### src/rtl/vision_pkg.sv
// vision_pkg: constants and types shared by the vision stage sequencer.
//   SRAM_ADDR_W / SRAM_DATA_W : width of the single shared SRAM port.
//   STG_*                     : index of each vision stage in the run order.
//   seq_state_e               : sequencer FSM state.
package vision_pkg;

    localparam int SRAM_ADDR_W = 18;
    localparam int SRAM_DATA_W = 32;

    localparam int STG_CAPTURE      = 0;
    localparam int STG_COLOR        = 1;
    localparam int STG_BLOB_EXTRACT = 2;
    localparam int STG_BLOB_SORT    = 3;

    typedef enum logic [2:0] {
        IDLE    = 3'd0,
        SELECT  = 3'd1,
        RUN     = 3'd2,
        RELEASE = 3'd3,
        FINISH  = 3'd4,
        ABORT   = 3'd5
    } seq_state_e;

endpackage

### src/rtl/vision_stage_sequencer_sram_owner_mux.sv
// sram_owner_mux: routes one stage's SRAM request onto the shared SRAM port.
//   owner_valid      in  : a stage currently owns the port.
//   owner_idx        in  : index of the owning stage.
//   stage_address    in  : packed per-stage addresses, slice i = [i*ADDR_W +: ADDR_W].
//   stage_wren       in  : per-stage write enables.
//   stage_data_write in  : packed per-stage write data.
//   address/wren/data_write out : SRAM port; forced to zero with no owner, so a
//                                 stray write from an idle stage never reaches SRAM.
module sram_owner_mux #(
    parameter int NUM_STAGES = 4,
    parameter int ADDR_W     = 18,
    parameter int DATA_W     = 32,
    parameter int IDX_W      = 2
) (
    input  logic                         owner_valid,
    input  logic [IDX_W-1:0]             owner_idx,
    input  logic [NUM_STAGES*ADDR_W-1:0] stage_address,
    input  logic [NUM_STAGES-1:0]        stage_wren,
    input  logic [NUM_STAGES*DATA_W-1:0] stage_data_write,
    output logic [ADDR_W-1:0]            address,
    output logic                         wren,
    output logic [DATA_W-1:0]            data_write
);

    always_comb begin
        address    = '0;
        wren       = 1'b0;
        data_write = '0;
        if (owner_valid) begin
            address    = stage_address[owner_idx*ADDR_W +: ADDR_W];
            wren       = stage_wren[owner_idx];
            data_write = stage_data_write[owner_idx*DATA_W +: DATA_W];
        end
    end

endmodule

### src/rtl/vision_stage_sequencer.sv
// vision_stage_sequencer: runs the per-frame vision stages in index order and
// owns the shared SRAM port on their behalf.
//   frame_start in : one-cycle pulse, accepted only when idle; samples stage_mask.
//   pause       in : freezes the timeout counter.
//   stage_mask  in : 1 = run stage, 0 = skip.
//   stage_enable/stage_done : level handshake with each stage. The sequencer
//       raises enable and holds it until the stage raises done; enable then
//       drops and the stage must drop done before the next stage is selected,
//       so each stage always sees at least one enable-low cycle between runs.
//   stage_address/stage_wren/stage_data_write in : per-stage SRAM requests.
//   address/wren/data_write out : SRAM port, driven only by the running stage.
//   busy out, frame_done out (pulse), error out (sticky), error_stage out.
//   dbg_state out : current FSM state for observation.
// Optional: define VISION_SEQ_PROFILE_EN to add stage_cycles, a saturating
// per-stage count of RUN cycles in the last frame.
module vision_stage_sequencer
    import vision_pkg::*;
#(
    parameter int NUM_STAGES     = 4,
    parameter int ADDR_W         = SRAM_ADDR_W,
    parameter int DATA_W         = SRAM_DATA_W,
    parameter int TIMEOUT_CYCLES = 2000000,
    localparam int IDX_W         = (NUM_STAGES > 1) ? $clog2(NUM_STAGES) : 1
) (
    input  logic                         clk,
    input  logic                         reset,
    input  logic                         frame_start,
    input  logic                         pause,
    input  logic [NUM_STAGES-1:0]        stage_mask,
    output logic [NUM_STAGES-1:0]        stage_enable,
    input  logic [NUM_STAGES-1:0]        stage_done,
    input  logic [NUM_STAGES*ADDR_W-1:0] stage_address,
    input  logic [NUM_STAGES-1:0]        stage_wren,
    input  logic [NUM_STAGES*DATA_W-1:0] stage_data_write,
    output logic [ADDR_W-1:0]            address,
    output logic                         wren,
    output logic [DATA_W-1:0]            data_write,
    output logic                         busy,
    output logic                         frame_done,
    output logic                         error,
    output logic [IDX_W-1:0]             error_stage,
`ifdef VISION_SEQ_PROFILE_EN
    output logic [NUM_STAGES*32-1:0]     stage_cycles,
`endif
    output logic [2:0]                   dbg_state
);

    localparam int CNT_W = $clog2(TIMEOUT_CYCLES) + 1;
    localparam logic [CNT_W-1:0] CNT_MAX  = CNT_W'(TIMEOUT_CYCLES - 1);
    localparam logic [IDX_W-1:0] LAST_IDX = IDX_W'(NUM_STAGES - 1);

    seq_state_e            state_q, state_d;
    logic [IDX_W-1:0]      stage_q, stage_d;
    logic [CNT_W-1:0]      cnt_q, cnt_d;
    logic [NUM_STAGES-1:0] mask_q, mask_d;
    logic                  error_q, error_d;
    logic [IDX_W-1:0]      err_stage_q, err_stage_d;

    logic cur_done;
    logic cur_mask;
    logic is_last;
    logic cnt_step;
    logic timeout_hit;

    assign cur_done    = stage_done[stage_q];
    assign cur_mask    = mask_q[stage_q];
    assign is_last     = (stage_q == LAST_IDX);
    // The counter saturates at its abort value so it can never wrap back.
    assign cnt_step    = !pause && (cnt_q != CNT_MAX);
    assign timeout_hit = !pause && (cnt_q == CNT_MAX);

    always_comb begin
        state_d     = state_q;
        stage_d     = stage_q;
        cnt_d       = cnt_q;
        mask_d      = mask_q;
        error_d     = error_q;
        err_stage_d = err_stage_q;
        case (state_q)
            IDLE: begin
                if (frame_start) begin
                    mask_d  = stage_mask;
                    error_d = 1'b0;
                    stage_d = '0;
                    cnt_d   = '0;
                    state_d = SELECT;
                end
            end
            SELECT: begin
                if (cur_mask) begin
                    state_d = RUN;
                end else if (is_last) begin
                    state_d = FINISH;
                end else begin
                    stage_d = stage_q + 1'b1;
                    cnt_d   = '0;
                end
            end
            RUN: begin
                if (cnt_step) begin
                    cnt_d = cnt_q + 1'b1;
                end
                // Done is checked before the timeout so a stage finishing on
                // the last allowed cycle is not aborted.
                if (cur_done) begin
                    state_d = RELEASE;
                end else if (timeout_hit) begin
                    state_d     = ABORT;
                    error_d     = 1'b1;
                    err_stage_d = stage_q;
                end
            end
            RELEASE: begin
                if (cnt_step) begin
                    cnt_d = cnt_q + 1'b1;
                end
                if (!cur_done) begin
                    if (is_last) begin
                        state_d = FINISH;
                    end else begin
                        stage_d = stage_q + 1'b1;
                        cnt_d   = '0;
                        state_d = SELECT;
                    end
                end else if (timeout_hit) begin
                    state_d     = ABORT;
                    error_d     = 1'b1;
                    err_stage_d = stage_q;
                end
            end
            FINISH: begin
                cnt_d   = '0;
                state_d = IDLE;
            end
            ABORT: begin
                cnt_d   = '0;
                state_d = IDLE;
            end
            default: begin
                state_d = IDLE;
            end
        endcase
    end

    always_ff @(posedge clk) begin
        if (reset) begin
            state_q     <= IDLE;
            stage_q     <= '0;
            cnt_q       <= '0;
            mask_q      <= '0;
            error_q     <= 1'b0;
            err_stage_q <= '0;
        end else begin
            state_q     <= state_d;
            stage_q     <= stage_d;
            cnt_q       <= cnt_d;
            mask_q      <= mask_d;
            error_q     <= error_d;
            err_stage_q <= err_stage_d;
        end
    end

    always_comb begin
        stage_enable = '0;
        if (state_q == RUN) begin
            stage_enable[stage_q] = 1'b1;
        end
    end

    assign busy        = (state_q == SELECT) || (state_q == RUN) || (state_q == RELEASE);
    assign frame_done  = (state_q == FINISH);
    assign error       = error_q;
    assign error_stage = err_stage_q;
    assign dbg_state   = state_q;

    sram_owner_mux #(
        .NUM_STAGES (NUM_STAGES),
        .ADDR_W     (ADDR_W),
        .DATA_W     (DATA_W),
        .IDX_W      (IDX_W)
    ) u_owner_mux (
        .owner_valid      (state_q == RUN),
        .owner_idx        (stage_q),
        .stage_address    (stage_address),
        .stage_wren       (stage_wren),
        .stage_data_write (stage_data_write),
        .address          (address),
        .wren             (wren),
        .data_write       (data_write)
    );

`ifdef VISION_SEQ_PROFILE_EN
    logic [31:0] prof_q [NUM_STAGES];
    logic [31:0] prof_d [NUM_STAGES];

    always_comb begin
        for (int i = 0; i < NUM_STAGES; i++) begin
            prof_d[i] = prof_q[i];
        end
        if ((state_q == IDLE) && frame_start) begin
            for (int i = 0; i < NUM_STAGES; i++) begin
                prof_d[i] = '0;
            end
        end else if ((state_q == RUN) && (prof_q[stage_q] != 32'hFFFF_FFFF)) begin
            prof_d[stage_q] = prof_q[stage_q] + 32'd1;
        end
    end

    always_ff @(posedge clk) begin
        if (reset) begin
            for (int i = 0; i < NUM_STAGES; i++) begin
                prof_q[i] <= '0;
            end
        end else begin
            for (int i = 0; i < NUM_STAGES; i++) begin
                prof_q[i] <= prof_d[i];
            end
        end
    end

    for (genvar g = 0; g < NUM_STAGES; g++) begin : g_prof_out
        assign stage_cycles[g*32 +: 32] = prof_q[g];
    end
`endif

endmodule

### config.mk
export PLATFORM = sky130hd
export DESIGN_NAME = vision_stage_sequencer
export DESIGN_NICKNAME = d
export VERILOG_FILES = /design/src/rtl/vision_pkg.sv /design/src/rtl/vision_stage_sequencer_sram_owner_mux.sv /design/src/rtl/vision_stage_sequencer.sv
export SDC_FILE = /design/constraint.sdc
export NUM_CORES = 1
export LEC_CHECK = 0
export CORE_MARGIN = 5
export CORE_UTILIZATION = 25
export DETAILED_ROUTE_END_ITERATION = 6
export MAX_ROUTING_LAYER = met4
export PLACE_DENSITY_LB_ADDON = 0.2
export SLEW_MARGIN = 20
export SYNTH_ARGS = -nofsm -noshare
export SYNTH_HDL_FRONTEND = slang
export SYNTH_SLANG_ARGS = --single-unit
### constraint.sdc
create_clock -name clk -period 3.5 [get_ports clk]
set_input_delay 0.525 -clock clk [delete_from_list [all_inputs] [get_ports clk]]
set_output_delay 0.525 -clock clk [all_outputs]
set_load 0.01 [all_outputs]
==> results_dict.tcl <==
set metrics [dict create \
    vias_per_cell 5.227 \
    first_iter_violations 191 \
    worst_pin_slew_ns 0.8158 \
    cts.sinks 34 \
    rsz0062_at_grt "no" \
    seq_area_frac_synth_pct 18.33 \
    crit_top_cell "nor2b_1" \
    path_cells "nor2b_1, nand2b_2, buf_4, nor2b_1, clkdlybuf4s50_1" \
    slowest_stage "clkdlybuf4s50_1" \
    worstPathRequired_ns 2.97 \
    cts_resized 0 \
    postCtsSetupRepairBufs 0 \
    drive_above_1_share_pct 14.67 \
    drc 0 \
    area_growth_pct 83.22 \
    maxCapViolCount 0 \
    syn_nets 593 \
    slew_headroom_pct 45.47 \
    avgSynthCellArea_um2 9.983 \
    start_util_pct 25.55 \
    grt_overflow_total 0 \
    fillCellCount 1375 \
    worstHoldStart "error_stage[1]$_SDFFE_PP0P_" \
    cp_max_fo 55 \
    path_class "reg -> out" \
    pre_cts_ws_ns 0.7416 \
    slowest_delay_ns 0.63 \
    die_w_um 131.9 \
    dp_hpwl_um 15140 \
    netlist_area_mm2 0.003714 \
    fmax_mhz 330.2 \
    grt_pass1_wl_um 27480 \
    drt-wirelength-per-cell_um 22.21 \
    die_y_um 131.9 \
    worstHoldPathType "reg -> reg" \
    status "completed" \
    final_common_cell "clkdlybuf4s50_1" \
    power_leakage_nw 2.258 \
    r2r_slack_ns 0.96 \
    startpoint "dbg_state[1]$_SDFFE_PP0P_" \
    synth_edf_count 0 \
    dieArea_mm2 0.01739 \
    finalSetupViolCount 0 \
    cts_tree "yes" \
    cts_buffer_depth 2 \
    maxSlewViolCount 0 \
    grtUsageTotal_pct 20.51 \
    final_area_mm2 0.006804 \
    placed_area_mm2 0.006656 \
    setup_ws_ns 0.4720 \
    drt-total-wl_um 18170 \
    min_period_over_period_pct 86.52 \
    clock_skew_ns 0.003756 \
    netlist_instances 372 \
    synthArstFlopShare_pct 0 \
    yosysWarnings 0 \
    utilization_pct 46.81 \
    synthFlopType "dfxtp_1" \
    via_count 4276 \
    ctsHoldBuffers 0 \
    clk-insertion-delay-late_ns 0.28 \
    h-tree-depth 2 \
    ys_seq_elements 34 \
    dr.pass1.iters 4 \
    std_cell_rows 44 \
    crit_path_start_kind "flip-flop" \
    numPortBuffers 278 \
    antenna_found_initial 0 \
    power_density_mw_per_mm2 223.8 \
    synth_cell_types 65 \
    antenna_cells 0 \
    core-area_mm2 0.01453 \
    fin_tns_setup_ns 0 \
    peakVddDrop_v 0.0002337 \
    grt_max_degree 56 \
    final_cell_mix "278 x clkdlybuf4s50_1, 56 x nor2b_1, 52 x mux4_2" \
    io_pins 279 \
    endpoint_kind "output pin" \
    reg2reg_from "stage_q[0]$_SDFFE_PP0P_" \
    cts_buffers 5 \
    post-route-min-period_ns 3.028 \
    ant_nets 0 \
    place.gp.congestion 1.004 \
    grt_pass1_vias 4240 \
    nNetsFinal 854 \
    cts_root_buffer "clkbuf_16" \
    path_clk_slew_ns 0.06 \
    crit_arrival_ns 2.50 \
    final-hold-violation-count 0 \
]
==> power breakdown <==
part | internal, mW | switching, mW
logic | 0.433 | 0.225
clock network | 0.282 | 0.160
registers | 0.398 | 0.0257
==> per-layer routing <==
metal	GRT usage (%)	up-vias	part of all wire, %
li1	-	1975	-
met1	26.20	2077	41
met2	32.87	209	49
met3	5.802	15	8.4
met4	3.600	0	1.4
met5	-	-	0
==> flip-flops by register name, summed over array words and instances, names as in the netlist <==
signal,flops
mask_q,4
dbg_state,3
stage_q,2
cnt_q,22
error_stage,2
error,1
==> cells by family (layout without fill, tap and decap cells) <==
group                      Yosys count  in the layout  synth area share [%]
and+or+nand+nor                    150            150                 24.53
AOI/OAI and AO/OA                   70             70                 14.08
muxes                               65             65                 35.11
buffers and inverters               45            307                 5.559
DFF                                 34             34                 18.33
adders and majority gates            5              5                 1.685
xor gates and xnor gates             3              3                0.7077
==> critical path: cells and delay by family, from the launching register on <==
| kind | cells | cell delay (ns) |
|---|---|---|
| DFF | 1 | 0.62 |
| buffers and inverters | 2 | 0.92 |
| and+or+nand+nor | 3 | 0.67 |
==> area by class of cell <==
| cell class | instances | area [um2] | share of cell area [%] |
|---|---|---|---|
| clock buffer | 7 | 142.6 | 2.096 |
| timing repair buffer | 288 | 2870 | 42.18 |
| clock inverter | 1 | 5.005 | 0.07356 |
| inverter | 11 | 41.29 | 0.6068 |
| sequential | 34 | 685.7 | 10.08 |
| multi-input combinational | 293 | 2829 | 41.58 |
| tap | 184 | 230.2 | 3.384 |
==> synthesized netlist by cell type (5+ instances only) <==
cell type | instances | area share [%]
inv_1 | 11 | 1.1
a21oi_1 | 16 | 2.2
nand4_1 | 5 | 0.84
mux4_2 | 52 | 32
nor3_1 | 6 | 0.81
ha_1 | 5 | 1.7
nor2b_1 | 56 | 9.4
mux2i_1 | 11 | 3.0
nand3_1 | 7 | 0.94
a21oi_2 | 5 | 1.2
nand2_1 | 16 | 1.6
clkbuf_1 | 15 | 1.5
nor2_1 | 18 | 1.8
buf_2 | 15 | 2.0
o21ai_1 | 5 | 0.67
dfxtp_1 | 34 | 18
a31oi_1 | 5 | 0.84
o31ai_1 | 5 | 1.0
==> per-stage QoR <==
| stage | power (mW) | std cells | hold slack, ns |
|---|---|---|---|
| after global routing | 1.597 | 818 | 0.5134 |
| after global placement | 1.079 | 810 | 0.4489 |
| after CTS | 1.540 | 818 | 0.4712 |
| after floorplan | 0.7411 | 372 | 0.4390 |
| final | 1.523 | 818 | 0.4723 |
| after detailed placement | 1.090 | 810 | 0.4641 |
==> final timing paths <==
kind | endpoint | cells after the start
setup reg to reg | cnt_q[6]$_SDFFE_PP0P_ | 8
hold reg to reg | error_stage[1]$_SDFFE_PP0P_ | 2
setup / recovery | data_write[9] | 5
hold / removal | error_stage[1]$_SDFFE_PP0P_ | 2
Power figures use the tool's default switching activity.
==> edit, RTL diff (same flow settings) <==
Put a register stage on the output `data_write`, with the module's reset. The value now appears one clock later. The other outputs are not delayed to match.
--- a/src/rtl/vision_stage_sequencer.sv
+++ b/src/rtl/vision_stage_sequencer.sv
@@ -50,4 +50,6 @@
     localparam logic [IDX_W-1:0] LAST_IDX = IDX_W'(NUM_STAGES - 1);
 
+    logic [DATA_W-1:0] data_write_d;
+
     seq_state_e            state_q, state_d;
     logic [IDX_W-1:0]      stage_q, stage_d;
@@ -187,5 +189,5 @@
         .address          (address),
         .wren             (wren),
-        .data_write       (data_write)
+        .data_write       (data_write_d)
     );
 
@@ -224,4 +226,12 @@
 `endif
 
+    always_ff @(posedge clk) begin
+        if (reset) begin
+            data_write <= '0;
+        end else begin
+            data_write <= data_write_d;
+        end
+    end
+
 endmodule
 
Formal check against the unedited RTL: not equivalent (a bounded check fails within 4 cycles, from zero or initial values and one cycle with reset high).
==> edit against the original RTL <==
Wire length up 20%. Worst setup slack got worse by 0.017 ns. Synthesized area grew 16%. Non-clock buffer count decreased by 5. Power up 98%. Final area increased by 11%. Synthesized cell count grew 11%. Sequential cell count rose by 32. Sequential power up 120%. Largest power group unchanged.
==> edit: results (changes against the original RTL) <==
Least-Margin Pin Slew 1.03 ns (was 0.816 ns); RePlAce Congestion 1.04 (was 1.00); peak supply drop 0.000201 V (was 0.000234 V); Distinct cells, synth 54 (was 65); fraction of area in registers 17.5% (was 10.1%); reg2reg path depth 5 (was 8); hpwl dp 17.9 mm (was 15.1 mm); register-to-register setup slack 0.86 ns (was 0.96 ns); clock network area share 3.72% (was 2.17%); total CTS buffers 9 (was 5); placed cell area 7290 sq um (was 6660 sq um); number of global-route vias before repair 4,886 (was 4,240); Signal inverters 9 (was 11); Post-Synth XOR/XNOR Area 0.406% (was 0.708%); leakage 2.58 nW (was 2.26 nW); Final Skew 0.00618 ns (was 0.00376 ns); fraction of area in multi-input gates 37.3% (was 41.6%); multiplexer share of the synthesized area 30.0% (was 35.1%); Min-Delay Endpoint error (was error_stage[1]); internal power 0.00202 W (was 0.00111 W); register area share after synthesis 30.6% (was 18.3%); seq_cells 66 (was 34); largest cells by area after synthesis dfxtp_1, mux4_2, nor2b_1 (was mux4_2, dfxtp_1, nor2b_1); Adder-Cell Fraction of Synth Area 1.45% (was 1.68%); syn_area_per_cell 10.4 sq um (was 9.98 sq um); Fill cells 1,639 (was 1,375); nets 897 (was 854); drt initial violations 244 (was 191); synthesized net count 635 (was 593); commonest cells in the synthesized netlist dfxtp_1, mux4_2, nor2b_1, and3_1, nor2_1 (was nor2b_1, mux4_2, dfxtp_1, nor2_1); combinational power 0.00123 W (was 0.000657 W); # H-tree levels 3 (was 2); met2 wire length 11.4 mm (was 8.87 mm); WL final 21.8 mm (was 18.2 mm); largest incremental delay on the critical path 0.69 ns (was 0.63 ns); sequential share of power 30.2% (was 27.8%); comb_multi_in 307 (was 293); antenna cells 3 (was 0); initial antenna violation count 4 (was 0); Reg-to-Reg End cnt_q[13] (was cnt_q[6]); status finished clean (unchanged); hold path depth 1 (was 2); multi-input logic area 2830 sq um (about the same)
==> edit: cell count changes after synthesis, moves of 5 or more <==
cell,delta
dfxtp_1,+32
buf_2,-8
o21ai_0,+13
clkbuf_1,+5
nor2_1,+6
nor2b_1,-23
a21oi_2,-5
or4_1,+7
nand4_1,+6
and3_1,+20
==> edit: per-layer routing <==
| metal | up-vias | GRT usage [%] |
|---|---|---|
| li1 | 2140 | - |
| met1 | 2309 | 26.6 |
| met2 | 187 | 37.3 |
| met3 | 18 | 4.65 |
| met4 | 0 | 5.00 |
| met5 | - | - |
==> edit: through the flow <==
step / power [W] / setup slack, ns / cells
after global routing: 0.00318 / 0.315 / 908
final: 0.00301 / 0.455 / 909
after CTS: 0.00306 / 0.476 / 906
after global placement: 0.00216 / 0.818 / 890
after detailed placement: 0.00217 / 0.823 / 890
after floorplan: 0.00166 / 1.25 / 414
==> edit: worst max-delay path: cells and delay by family, from the launching register on <==
kind          cells  cell delay [ns]
buf+inv           2             0.87
flops             1             0.69
simple gates      3             0.62
